--- config.mk ---
export PLATFORM = sky130hd
export DESIGN_NAME = muldiv_unit_flat
export DESIGN_NICKNAME = d
export VERILOG_FILES = /design/src/rtl/muldiv_unit_if.sv /design/src/rtl/muldiv_unit.sv /design/src/flat_wrapper.sv
export SDC_FILE = /design/constraint.sdc
export NUM_CORES = 1
export LEC_CHECK = 0
export CORE_MARGIN = 2
export CORE_UTILIZATION = 60
export DETAILED_ROUTE_END_ITERATION = 6
export PLACE_DENSITY = 0.82
export SYNTH_ARGS = -nofsm -noshare
export SYNTH_HDL_FRONTEND = slang
export SYNTH_SLANG_ARGS = --single-unit
--- constraint.sdc ---
create_clock -name i_clk -period 4.75 [get_ports i_clk]
set_input_delay 0.95 -clock i_clk [delete_from_list [all_inputs] [get_ports i_clk]]
set_output_delay 0.95 -clock i_clk [all_outputs]
set_load 0.02 [all_outputs]
--- src/rtl/muldiv_unit_if.sv ---
// Interface between decode/control and the iterative multiply/divide unit.
// Groups the request, operand, cancel and result signals. Clock and reset are
// plain ports on the unit itself.
//
// Handshake: a request transfers at a rising edge where i_start=1, i_cancel=0
// and the unit is idle (o_busy=0 and no op in flight); i_op/i_op1/i_op2 are
// captured at that edge. While o_busy=1 the unit is not ready and i_start is
// ignored (no queueing). o_done is a one-cycle result-valid pulse with no
// back-pressure; o_hi/o_lo already hold the new result in that cycle.
interface muldiv_unit_if;
    logic        i_start;
    logic [2:0]  i_op;
    logic [31:0] i_op1;
    logic [31:0] i_op2;
    logic        i_cancel;
    logic        o_busy;
    logic        o_done;
    logic        o_div_by_zero;
    logic [31:0] o_hi;
    logic [31:0] o_lo;

    // Driven by decode/control
    modport master (
        output i_start, i_op, i_op1, i_op2, i_cancel,
        input  o_busy, o_done, o_div_by_zero, o_hi, o_lo
    );

    // Driven by the muldiv unit
    modport slave (
        input  i_start, i_op, i_op1, i_op2, i_cancel,
        output o_busy, o_done, o_div_by_zero, o_hi, o_lo
    );
endinterface

--- src/rtl/muldiv_unit.sv ---
// Iterative multiply/divide unit with architectural HI/LO registers.
// Shift-add multiply and restoring divide, one bit per cycle on magnitudes;
// the sign fix is folded into the final HI/LO write (no separate FIX state).
// Optional feature macro: MULDIV_FAST_MUL_EN -- MULT/MULTU use a single-cycle
// 64-bit multiplier (busy for one cycle); divide timing is unchanged.
// o_dbg_state exposes the FSM state for checkers.
module muldiv_unit (
    input  logic        i_clk,
    input  logic        i_rst_n,
    muldiv_unit_if.slave bus,
    output logic [1:0]  o_dbg_state
);

    localparam int ITER = 32;

    localparam logic [2:0] OP_MULT  = 3'b000;
    localparam logic [2:0] OP_MULTU = 3'b001;
    localparam logic [2:0] OP_DIV   = 3'b010;
    localparam logic [2:0] OP_DIVU  = 3'b011;
    localparam logic [2:0] OP_MTHI  = 3'b100;
    localparam logic [2:0] OP_MTLO  = 3'b101;

    typedef enum logic [1:0] {
        S_IDLE = 2'd0,
        S_MUL  = 2'd1,
        S_DIV  = 2'd2
    } state_e;

    state_e      state_q, state_d;

    // Iteration datapath. acc_q holds {partial product} for multiply and
    // {remainder, quotient/dividend shift} for divide.
    logic [5:0]  cnt_q;
    logic [63:0] acc_q;
    logic [31:0] opb_q;      // multiplicand magnitude or divisor magnitude
    logic [31:0] op1_q;      // raw rs operand, returned in HI on divide by zero
    logic        neg_main_q; // negate product / quotient
    logic        neg_rem_q;  // negate remainder (dividend was negative)
    logic        div0_q;

    // Architectural results
    logic [31:0] hi_q, lo_q;
    logic        done_q, dbz_q;

    // FSM control strobes
    logic        start_mul, start_div, mt_hi, mt_lo, step, fin_mul, fin_div;

    // Operand magnitude decode at accept time
    logic        op_signed, sign1, sign2;
    logic [31:0] mag1, mag2;

    // One-bit-per-cycle datapath steps
    logic [32:0] mul_sum;
    logic [63:0] mul_next;
    logic [32:0] div_shift;
    logic [32:0] div_diff;
    logic        div_ge;
    logic [63:0] div_next;

    // Final-write values
    logic [63:0] prod_mag;
    logic [63:0] mul_res;
    logic [31:0] quot_res, rem_res;

    // MULT and DIV are the even codes among the arithmetic ops
    assign op_signed = ~bus.i_op[0];
    assign sign1     = op_signed & bus.i_op1[31];
    assign sign2     = op_signed & bus.i_op2[31];
    assign mag1      = sign1 ? (32'd0 - bus.i_op1) : bus.i_op1;
    assign mag2      = sign2 ? (32'd0 - bus.i_op2) : bus.i_op2;

    // Shift-add: conditionally add the multiplicand to the upper half, then
    // shift the 65-bit {carry, acc} right by one.
    assign mul_sum   = {1'b0, acc_q[63:32]} + (acc_q[0] ? {1'b0, opb_q} : 33'd0);
    assign mul_next  = {mul_sum, acc_q[31:1]};

    // Restoring divide: shift the next dividend bit into the remainder and
    // subtract the divisor when it fits.
    assign div_shift = {acc_q[63:32], acc_q[31]};
    assign div_diff  = div_shift - {1'b0, opb_q};
    assign div_ge    = (div_shift >= {1'b0, opb_q});
    assign div_next  = {(div_ge ? div_diff[31:0] : div_shift[31:0]), acc_q[30:0], div_ge};

`ifdef MULDIV_FAST_MUL_EN
    assign prod_mag  = {32'd0, opb_q} * {32'd0, acc_q[31:0]};
`else
    assign prod_mag  = acc_q;
`endif
    assign mul_res   = neg_main_q ? (64'd0 - prod_mag) : prod_mag;
    assign quot_res  = neg_main_q ? (32'd0 - acc_q[31:0])  : acc_q[31:0];
    assign rem_res   = neg_rem_q  ? (32'd0 - acc_q[63:32]) : acc_q[63:32];

    // FSM state register
    always_ff @(posedge i_clk or negedge i_rst_n) begin
        if (!i_rst_n) begin
            state_q <= S_IDLE;
        end else begin
            state_q <= state_d;
        end
    end

    // FSM next state and control strobes; cancel beats start and completion
    always_comb begin
        state_d   = state_q;
        start_mul = 1'b0;
        start_div = 1'b0;
        mt_hi     = 1'b0;
        mt_lo     = 1'b0;
        step      = 1'b0;
        fin_mul   = 1'b0;
        fin_div   = 1'b0;
        case (state_q)
            S_IDLE: begin
                if (bus.i_start && !bus.i_cancel) begin
                    case (bus.i_op)
                        OP_MULT, OP_MULTU: begin
                            start_mul = 1'b1;
                            state_d   = S_MUL;
                        end
                        OP_DIV, OP_DIVU: begin
                            start_div = 1'b1;
                            state_d   = S_DIV;
                        end
                        OP_MTHI: mt_hi = 1'b1;
                        OP_MTLO: mt_lo = 1'b1;
                        default: ;
                    endcase
                end
            end
            S_MUL: begin
                if (bus.i_cancel) begin
                    state_d = S_IDLE;
`ifdef MULDIV_FAST_MUL_EN
                end else begin
                    fin_mul = 1'b1;
                    state_d = S_IDLE;
                end
`else
                end else if (cnt_q == 6'(ITER)) begin
                    fin_mul = 1'b1;
                    state_d = S_IDLE;
                end else begin
                    step = 1'b1;
                end
`endif
            end
            S_DIV: begin
                if (bus.i_cancel) begin
                    state_d = S_IDLE;
                end else if (cnt_q == 6'(ITER)) begin
                    fin_div = 1'b1;
                    state_d = S_IDLE;
                end else begin
                    step = 1'b1;
                end
            end
            default: state_d = S_IDLE;
        endcase
    end

    // Operand capture at accept and one iteration per busy edge
    always_ff @(posedge i_clk or negedge i_rst_n) begin
        if (!i_rst_n) begin
            cnt_q      <= 6'd0;
            acc_q      <= 64'd0;
            opb_q      <= 32'd0;
            op1_q      <= 32'd0;
            neg_main_q <= 1'b0;
            neg_rem_q  <= 1'b0;
            div0_q     <= 1'b0;
        end else if (start_mul) begin
            cnt_q      <= 6'd0;
            acc_q      <= {32'd0, mag2};
            opb_q      <= mag1;
            op1_q      <= bus.i_op1;
            neg_main_q <= sign1 ^ sign2;
            neg_rem_q  <= 1'b0;
            div0_q     <= 1'b0;
        end else if (start_div) begin
            cnt_q      <= 6'd0;
            acc_q      <= {32'd0, mag1};
            opb_q      <= mag2;
            op1_q      <= bus.i_op1;
            neg_main_q <= sign1 ^ sign2;
            neg_rem_q  <= sign1;
            div0_q     <= (bus.i_op2 == 32'd0);
        end else if (step) begin
            cnt_q      <= cnt_q + 6'd1;
            acc_q      <= (state_q == S_MUL) ? mul_next : div_next;
        end
    end

    // Architectural HI/LO and the completion pulse; HI/LO change only on
    // MTHI/MTLO or the final write, never mid-operation
    always_ff @(posedge i_clk or negedge i_rst_n) begin
        if (!i_rst_n) begin
            hi_q   <= 32'd0;
            lo_q   <= 32'd0;
            done_q <= 1'b0;
            dbz_q  <= 1'b0;
        end else begin
            done_q <= fin_mul | fin_div;
            dbz_q  <= fin_div & div0_q;
            if (mt_hi) begin
                hi_q <= bus.i_op1;
            end
            if (mt_lo) begin
                lo_q <= bus.i_op1;
            end
            if (fin_mul) begin
                hi_q <= mul_res[63:32];
                lo_q <= mul_res[31:0];
            end
            if (fin_div) begin
                if (div0_q) begin
                    hi_q <= op1_q;
                    lo_q <= 32'hFFFF_FFFF;
                end else begin
                    hi_q <= rem_res;
                    lo_q <= quot_res;
                end
            end
        end
    end

    assign bus.o_busy        = (state_q != S_IDLE);
    assign bus.o_done        = done_q;
    assign bus.o_div_by_zero = dbz_q;
    assign bus.o_hi          = hi_q;
    assign bus.o_lo          = lo_q;
    assign o_dbg_state       = state_q;

endmodule

--- src/flat_wrapper.sv ---
// flat-port wrapper written by rule: the top's interface ports become plain ports
module muldiv_unit_flat 
  (i_clk, i_rst_n, o_dbg_state, bus_i_start, bus_i_op, bus_i_op1, bus_i_op2, bus_i_cancel, bus_o_busy, bus_o_done, bus_o_div_by_zero, bus_o_hi, bus_o_lo);
  muldiv_unit_if bus_i ();
  input  logic i_clk;
  input  logic i_rst_n;
  output logic [1:0] o_dbg_state;
  input wire logic [$bits(bus_i.i_start)-1:0] bus_i_start;
  input wire logic [$bits(bus_i.i_op)-1:0] bus_i_op;
  input wire logic [$bits(bus_i.i_op1)-1:0] bus_i_op1;
  input wire logic [$bits(bus_i.i_op2)-1:0] bus_i_op2;
  input wire logic [$bits(bus_i.i_cancel)-1:0] bus_i_cancel;
  output wire logic [$bits(bus_i.o_busy)-1:0] bus_o_busy;
  output wire logic [$bits(bus_i.o_done)-1:0] bus_o_done;
  output wire logic [$bits(bus_i.o_div_by_zero)-1:0] bus_o_div_by_zero;
  output wire logic [$bits(bus_i.o_hi)-1:0] bus_o_hi;
  output wire logic [$bits(bus_i.o_lo)-1:0] bus_o_lo;
  assign bus_i.i_start = bus_i_start;
  assign bus_i.i_op = bus_i_op;
  assign bus_i.i_op1 = bus_i_op1;
  assign bus_i.i_op2 = bus_i_op2;
  assign bus_i.i_cancel = bus_i_cancel;
  assign bus_o_busy = bus_i.o_busy;
  assign bus_o_done = bus_i.o_done;
  assign bus_o_div_by_zero = bus_i.o_div_by_zero;
  assign bus_o_hi = bus_i.o_hi;
  assign bus_o_lo = bus_i.o_lo;
  muldiv_unit u_core (.i_clk(i_clk), .i_rst_n(i_rst_n), .bus(bus_i), .o_dbg_state(o_dbg_state));
endmodule
After elaboration in Yosys (flattened, before gate mapping)
Cells that the tools add are included.
{ "totals": {"reg_bits": 205, "latch_bits": 0, "ramBits": 0, "romBits": 0, "out_inout_bits": 69, "mem_count": 0} }
{ "classes": {"addsub": 8, "multipliers": 0, "div": 0, "magnitude_cmp": 1, "eq_ne": 11, "shifts": 0, "mux": 56, "bitwise_logic": 6, "n_reduce_logical": 14} }
{ "ops": {"columns": ["cell", "n"], "rows": [
  ["two-way mux 32 bit", 18],
  ["two-way mux 64 bit", 5],
  ["subtractor 1 x 32 -> 32 bit (first input constant)", 4],
  ["subtractor 1 x 64 -> 64 bit (first input constant)", 1],
  ["adder 32 x 32 -> 33 bit", 1],
  [">= comparator 33 x 32 -> 1 bit", 1],
  ["logical NOT 32 bit", 1],
  ["subtractor 32 bit", 1],
  ["two-way mux 1 bit", 25],
  ["two-way mux 6 bit", 3],
  ["nonzero test 3 bit", 3],
  ["one-hot mux 2 bit (2 select lines)", 2],
  ["adder 6 x 1 -> 6 bit (second input constant)", 1],
  ["== test 3 x 2 -> 1 bit (second input constant)", 2],
  ["== test 3 bit (second input constant)", 2],
  ["== test 6 bit (second input constant)", 1],
  ["two-way mux 2 bit", 3],
  ["OR reduction 2 bit", 3],
  ["nonzero test 2 bit", 2],
  ["bitwise AND 1 bit", 3],
  ["== test 3 x 1 -> 1 bit (second input constant)", 1],
  ["logical NOT 3 bit", 1],
  ["inequality test 3 x 1 -> 1 bit (second input constant)", 1],
  ["inequality test 3 bit (second input constant)", 1],
  ["10 further kinds", 10]
]} }

Depth between registers and ports, before layout
Gate-level depths: netlist of the first run.
{ "logic_depth": {"depth_word": 7, "depth_mapped": 14} }

Worst setup path after synthesis of the first run
OpenSTA, ideal clock, no wires.
{ "synth_timing": {"kind": "register -> register", "start": "reg u_core.acc_q[0]", "end": "reg u_core.hi_q[26], in the netlist u_core.bus.o_hi[26]", "arrival_ns": 3.463, "path_slack_ns": 1.166, "path_stages_with_launch": 14, "path_buffers": 2, "cell_sequence": "dfrtp_1 inv_1 clkbuf_1 ha_1 or4b_1 nor4b_1 nand2_1 or4_1 clkbuf_1 or2_2 o31ai_1 xnor2_1 nor2_1 o22a_1"} }
{ "synth_between": {"elab_chain_len": 4} }
{ "synth_lines": {"columns": ["element", "line", "source"], "rows": [
  ["start, declared", "muldiv_unit.sv:34", "logic [63:0] acc_q;"],
  ["start signal, assigned", "muldiv_unit.sv:173", "acc_q <= {32'd0, mag2};"],
  ["start signal, assigned", "muldiv_unit.sv:181", "acc_q <= {32'd0, mag1};"],
  ["start signal, assigned", "muldiv_unit.sv:189", "acc_q <= (state_q == S_MUL) ? mul_next : div_next;"],
  ["subtractor 1 x 64 -> 64 bit", "muldiv_unit.sv:89", "assign mul_res = neg_main_q ? (64'd0 - prod_mag) : prod_mag;"],
  ["two-way mux 64 bit", "muldiv_unit.sv:89", null],
  ["two-way mux 32 bit", "muldiv_unit.sv:210", "if (fin_mul) begin"],
  ["two-way mux 32 bit", "muldiv_unit.sv:214", "if (fin_div) begin"],
  ["end signal, assigned", "muldiv_unit.sv:211", "hi_q <= mul_res[63:32];"],
  ["end signal, assigned", "muldiv_unit.sv:216", "hi_q <= op1_q;"],
  ["end signal, assigned", "muldiv_unit.sv:219", "hi_q <= rem_res;"],
  ["end, declared", "muldiv_unit.sv:42", "logic [31:0] hi_q, lo_q;"]
]} }
No other way between the ends.
A chain may end at the register's enable or synchronous reset.

Final worst setup path of the first run
{ "layout_timing": {"start": "reg u_core.acc_q[0]", "end": "reg u_core.hi_q[30], in the netlist u_core.bus.o_hi[30]"} }
Same word-level chain as after synthesis.

==> impl_metrics.ini, run 1 <==
[sta]
clock_skew_ns = 0.0122
final_max_slew_viol_count = 0
finalSetupViolations = 0
fin_crit_sh = 0.838
timing.final.ws_setup_ns = 0.769
min_period_ns = 3.98
tightest_slew_ns = 1.18
hold_viol_final = 0
hold_slack_ns = 0.454
tns_ns = 0
rsz0062_at_grt = false
fmax_ghz = 0.251
slew_headroom = 0.211

[floorplan]
num_rows = 62
dieArea_mm2 = 0.0302
die_w_um = 174
boundaryPins = 140
coreArea_mm2 = 0.0285
start_util = 0.605
fp.dieH_um = 174

[detailed_routing]
drt_iter0_drc = 2265
wl_mm = 64.8
drc = 0
drt-met1-wl_mm = 24.8
wl_per_cell_um = 24.0
wl_met2_mm = 27.9
via_count = 18200
dr.pass1.iters = 6
wl_met3_mm = 6.98
ant_nets = 0
routed_via_density = 6.76
routed.top_layer = met4

[clock_network]
cts_root_buf = clkbuf_16
cts_htree_levels = 1
clockBufferDepth = 3
cts.sinks = 205
cts_buffers = 24
clkSlewWorstSetupHoldPaths_ns = 0.06
clk_latency_ns = 0.55
postCtsHoldBufs = 0
cts_setup_buffers = 0
cts_tree = done
ctsResizeCount = 0

[flow_run]
drv_cap = 0

[critical_path]
reg2reg_slack_ns = 0.77
cp-start-kind = flop
path_class = reg2reg
reg2regPathDepth = 11
r2r_start = u_core.acc_q[0]
end_kind = flop
r2r_end = u_core.bus.o_hi[30]
required_ns = 5.18
crit_fanout = 10
arrival_ns = 4.41

[grt]
grt_max_degree = 92
track_usage = 0.423
first_global_vias = 17300
grt_pass1_wl_mm = 99.8
grt_antenna_before_repair = 0
overflow = 0

[power_and_ir_drop]
vdd_ir_drop_max_mv = 0.386
p_int_uw = 7320
clkPwrFrac = 0.147
comb_power_share = 0.604
p_seq_frac = 0.249
p_switching_uw = 6860
swShare = 0.484
power_density_mw_per_mm2 = 710
power_leakage_uw = 0.00844

[yosys]
synth-edff-count = 0
postSynthCellCount = 2212
synth-seq-area-share = 0.297
ys_ff_latch = 205
synth.distinct_cells = 76
mappedNetlistNets = 2358
ys.flop_type = dfrtp_1
synth_area_per_cell_um2 = 7.81
synth_area_mm2 = 0.0173
async_flop_share = 1.00
synth_warnings = 0

[cells_and_area]
drive_above_1_share = 0.0654
area_growth_syn_to_layout_pct = 15.7
layout.nets = 2437
multi_input_area_mm2 = 0.0113
regArea_mm2 = 0.00513
fill_cells = 2438

[outcome]
status = finished, final reports clean

[place]
dp_slack_ns = 0.429
portBuffers = 139
gp_congestion = 1.06
detailed_place_hpwl_mm = 47.9

[min_path]
worstHoldPathType = in2async
final cells by class:
type | instances | area share
clock inverters | 13 | 0.0108
inverters | 75 | 0.0141
repair buffers | 210 | 0.0963
multi-input cells | 1775 | 0.565
diodes | 1 | 0.000125
well taps | 384 | 0.0241
clock buffers | 31 | 0.0329
flip-flops and latches | 205 | 0.257
flip-flops by register name (all words and copies together), names as in the netlist:
signal / cells
u_core.neg_rem_q: 1
u_core.opb_q: 32
u_core.bus.o_done: 1
u_core.cnt_q: 6
u_core.bus.o_lo: 32
u_core.bus.o_hi: 32
u_core.acc_q: 64
u_core.o_dbg_state: 2
u_core.bus.o_div_by_zero: 1
u_core.neg_main_q: 1
u_core.op1_q: 32
u_core.div0_q: 1
cell families (layout without fill, tap and decap cells):
group,after synthesis,count (layout),share of synthesized area
adder cells (fa/ha/maj),75,75,0.0552
multiplexers,79,79,0.0464
AND/OR/NAND/NOR,704,704,0.188
XOR/XNOR,197,197,0.0999
other,0,1,0
buffers and inverters,232,329,0.0517
AO/OA/AOI/OAI,720,720,0.262
flip-flops,205,205,0.297
worst max path at each step:
| stage | from | to | slack [ns] | cells past startpoint |
|---|---|---|---|---|
| after CTS | u_core.acc_q[0] | u_core.acc_q[63] | 0.87 | 13 |
| after detailed placement | bus_i_op1[13] | u_core.acc_q[28] | 0.43 | 10 |
| final | u_core.acc_q[0] | u_core.bus.o_hi[30] | 0.77 | 11 |
| after global routing | u_core.acc_q[0] | u_core.acc_q[62] | 0.53 | 15 |
| after global placement | bus_i_op1[13] | u_core.acc_q[28] | 0.56 | 10 |
| after floorplan | u_core.acc_q[0] | u_core.bus.o_hi[26] | 1.17 | 13 |
layout by cell type (no fill, tap or decap), types with 7 or more instances in the layout:
cell type        synthesis  layout
mux2_2                   8       8
o41ai_1                 12      12
o21a_1                  25      25
nor2b_1                 19      19
o211ai_1                37      37
o21ai_0                229     229
a22o_1                   8       8
o31ai_1                 28      28
a221oi_1                 7       7
xor2_1                 112     112
or2_2                    9       9
nand2_1                275     274
and2_1                  12      12
nor3_1                  38      38
inv_1                   74      74
a22oi_1                 32      32
a21o_1                  34      34
xnor2_1                 85      85
o221ai_1                26      26
nand3_1                 30      29
ha_1                    73      72
a211oi_1                21      21
clkdlybuf4s50_1          0     137
mux2i_1                 71      71
or4_1                   17      17
o22ai_1                 42      42
a31oi_1                 16      16
and3_1                  12      12
buf_4                    0      71
nand2b_1                16      16
nor4_1                  17      17
or3_1                   30      30
clkbuf_16                0      24
nand4_1                 12      12
nor2_1                 188     185
a21oi_1                152     152
dfrtp_1                205     204
power groups by stage:
stage               clock network [uW]  registers, uW  logic (uW)
floorplan                            0           3380        5730
global placement                     0           3460        8140
detailed placement                   0           3490        8310
CTS                               2090           3470        8370
global route                      2150           3590        9280
finish                            2090           3530        8570
critical path: stages, from the launching register on:
cell	delay, ns
dfrtp_1	0.47
inv_1	0.12
ha_1	0.22
or4b_1	0.58
nor4b_1	0.51
nand2_1	0.21
or4_1	0.67
or2_1	0.38
nand2_1	0.13
or2_2	0.14
a21oi_1	0.05
o32a_1	0.36
per-layer routing:
metal | vias to the layer above | GRT usage
met2 | 1216 | 0.646
met5 | - | 0
met1 | 8595 | 0.558
li1 | 8127 | -
met3 | 279 | 0.0759
met4 | 0 | 0.265
synth_stat cells (5+ instances only):
cell type	count	area, um^2
o21ai_0	229	1150
o221ai_1	26	228
nand4_1	12	75.1
nor3_1	38	190
nand2b_1	16	100
a21oi_1	152	761
a211oi_1	21	158
a221o_1	6	60.1
a22o_1	8	70.1
clkbuf_1	125	469
mux2_2	8	90.1
nand3b_1	6	45.0
or2_2	9	56.3
xnor2_1	85	744
xor2_1	112	981
inv_1	74	278
nor2_1	188	706
o31ai_1	28	210
and2_1	12	75.1
or4_1	17	128
o22ai_1	42	263
and3_1	12	75.1
a211o_1	6	52.6
buf_2	6	30.0
nor3b_1	5	37.5
nor4_1	17	106
nand3_1	30	150
a22oi_1	32	240
o21a_1	25	188
a21o_1	34	255
o41ai_1	12	105
o211ai_1	37	278
a221oi_1	7	61.3
nand2_1	275	1030
buf_1	24	90.1
nor2b_1	19	119
o21bai_1	5	37.5
dfrtp_1	205	5130
mux2i_1	71	711
ha_1	73	913
a31oi_1	16	100
or3_1	30	188
through the flow:
step / power [uW] / utilization / std cells / area, um^2
global placement: 11600 / 0.669 / 2649 / 19100
finish: 14200 / 0.700 / 2694 / 20000
CTS: 13900 / 0.700 / 2693 / 20000
detailed placement: 11800 / 0.669 / 2649 / 19100
floorplan: 9110 / - / 2212 / 17300
global route: 15000 / 0.700 / 2693 / 20000
(Power assumes the default switching activity.)
==> run 2, diff against run 1 <==
Settings changed: CORE_UTILIZATION 60 to 54, PLACE_DENSITY 0.82 to 0.78.
Clock period 4.75 ns to 3.2 ns, I/O delays scaled along.
==> run 2 against run 1 <==
Net effect: non-clock buffer count grew 285; total power grew 73%; highest routed layer unchanged; maximum frequency grew 21%; routed wire length grew 9.9%; the run now ends with DRC, setup timing left.
==> impl_metrics.ini, run 2 (synthesis results as in run 1) <==
[cells_and_area]
layout_common_cells = buf_4 (335), nand2_1 (272), dfrtp_1 (203)
regMostFlops = u_core.acc_q
diodes = 0
mostFrequentLayoutCell = buf_4
area_growth_syn_to_layout_pct = 34.1
layout.nets = 2724
largest_reg_flops = 64
fill_cells = 2413
drive_above_1_share = 0.217

[sta]
finalSetupViolations = 7
final_max_slew_viol_count = 0
hold_viol_final = 0
tightest_slew_ns = 1.01
slew_headroom = 0.329
rsz0062_at_grt = true
hold_slack_ns = 0.0233
fin_crit_sh = 1.03
clock_skew_ns = 0.0299
timing.final.ws_setup_ns = -0.0805
min_period_ns = 3.28
fmax_ghz = 0.305

[grt]
grt_max_degree = 79
grt_pass1_wl_mm = 106
overflow = 0
first_global_vias = 18400
grt_antenna_before_repair = 0
track_usage = 0.411

[power_and_ir_drop]
power_density_mw_per_mm2 = 1060
vdd_ir_drop_max_mv = 0.670
power_leakage_uw = 0.00999

[critical_path]
crit_top_cell = or4_4
path_cells = or4_4 -> or4_4 -> or4_4 -> or3_4 -> or3_4 -> nand2_1 -> mux2_4 -> nor2_1 -> o22a_2
slowest_stage = or4_4
path_class = reg2reg
crit_fanout = 6
cp_top_family = simple AND/OR/NAND/NOR gates
required_ns = 3.64
r2r_start = u_core.acc_q[8]
path_buf_inv = 0
crit_path_start = u_core.acc_q[8]
crit_path_max_incr_delay_ns = 0.54
end_kind = flop
reg2reg_slack_ns = -0.08
arrival_ns = 3.72
cp-start-kind = flop

[detailed_routing]
dr.pass1.iters = 7
ant_nets = 0
via_count = 19700
wl_per_cell_um = 23.8
drt_iter0_drc = 2409
routed_via_density = 6.56
wl_mm = 71.2
drc = 7

[place]
detailed_place_hpwl_mm = 53.0
dp_slack_ns = -0.443
portBuffers = 139
gp_congestion = 1.06

[floorplan]
fp.dieH_um = 183
start_util = 0.547
boundaryPins = 140
coreArea_mm2 = 0.0316
dieArea_mm2 = 0.0334
die_w_um = 183
num_rows = 65

[clock_network]
clkSlewWorstSetupHoldPaths_ns = 0.06
cts.sinks = 205
cts_root_buf = clkbuf_16
clk_latency_ns = 0.58
cts_htree_levels = 1
cts_tree = done
cts_buffers = 26
postCtsHoldBufs = 0
clockBufferDepth = 3

[outcome]
violations = DRC, setup timing
status = complete, but fails checks

[min_path]
worstHoldPathType = in2async

[flow_run]
drv_cap = 0
## run 2: cell types whose count changed in the layout (fill, tap and decap cells not counted), moves of 13 or more
cell / change
ha_1: -21
ha_4: +18
o21ai_1: +17
a21oi_1: -13
o21ai_0: -27
buf_4: +264
nor2_1: -15
## run 2: cell type report
| cell class | count | area (um^2) | area share |
|---|---|---|---|
| inverter | 75 | 282 | 0.0122 |
| clock inverter | 11 | 146 | 0.00632 |
| timing repair buffer | 495 | 4220 | 0.182 |
| clock buffer | 34 | 732 | 0.0316 |
| sequential | 205 | 5130 | 0.222 |
| tap | 402 | 503 | 0.0217 |
| multi-input combinational | 1775 | 12100 | 0.524 |
## run 2: power by group
part           switching, uW  total (uW)  internal (uW)
clock                   1260        3110           1850
sequential               998        4770           3770
combinational           9220       16700           7450
total                  11500       24600          13100
## run 2: path summary, 6_finish.rpt
| kind | cells past startpoint | endpoint |
|---|---|---|
| setup / recovery | 9 | u_core.bus.o_hi[29] |
| max in group asynchronous | 2 | u_core.op1_q[16] |
| hold / removal | 1 | u_core.opb_q[9] |
| hold reg to reg | 2 | u_core.op1_q[6] |
| min in group i_clk | 2 | u_core.op1_q[6] |
| setup reg to reg | 9 | u_core.bus.o_hi[29] |
## run 2: what timing repair did
item | in CTS | in global routing
setup endpoints to repair | 41 | 57
cloned | 1 | 0
pin swaps | 31 | 79
gates resized for setup | 61 | 140
setup buffers | 14 | 13
## run 2: metal layers
metal,share of wire,global-route usage,wire length [um],up-vias
met1,0.38,0.527,27000,9346
met5,0,0,0,-
met3,0.11,0.0896,7630,286
met2,0.44,0.642,31500,1315
met4,0.072,0.236,5090,0
li1,-,-,-,8707
## run 2: per-stage QoR
step / total power [uW] / instances / util / instance area (um^2) / setup TNS [ns]
after global placement: 19200 / 2929 / 0.672 / 21200 / -8.18
after CTS: 23100 / 2989 / 0.713 / 22500 / -0.143
after detailed placement: 19500 / 2929 / 0.672 / 21200 / -9.82
final: 24600 / 2997 / 0.734 / 23200 / -0.306
after global routing: 25900 / 2997 / 0.734 / 23200 / -1.98
after floorplan: 13600 / 2212 / - / 17300 / -0.149
==> run 3, diff against run 2 <==
Settings changed: HOLD_SLACK_MARGIN set to 0.02.
==> results of run 3 <==
Final layout, timing and power as in run 2 (identical DEF).
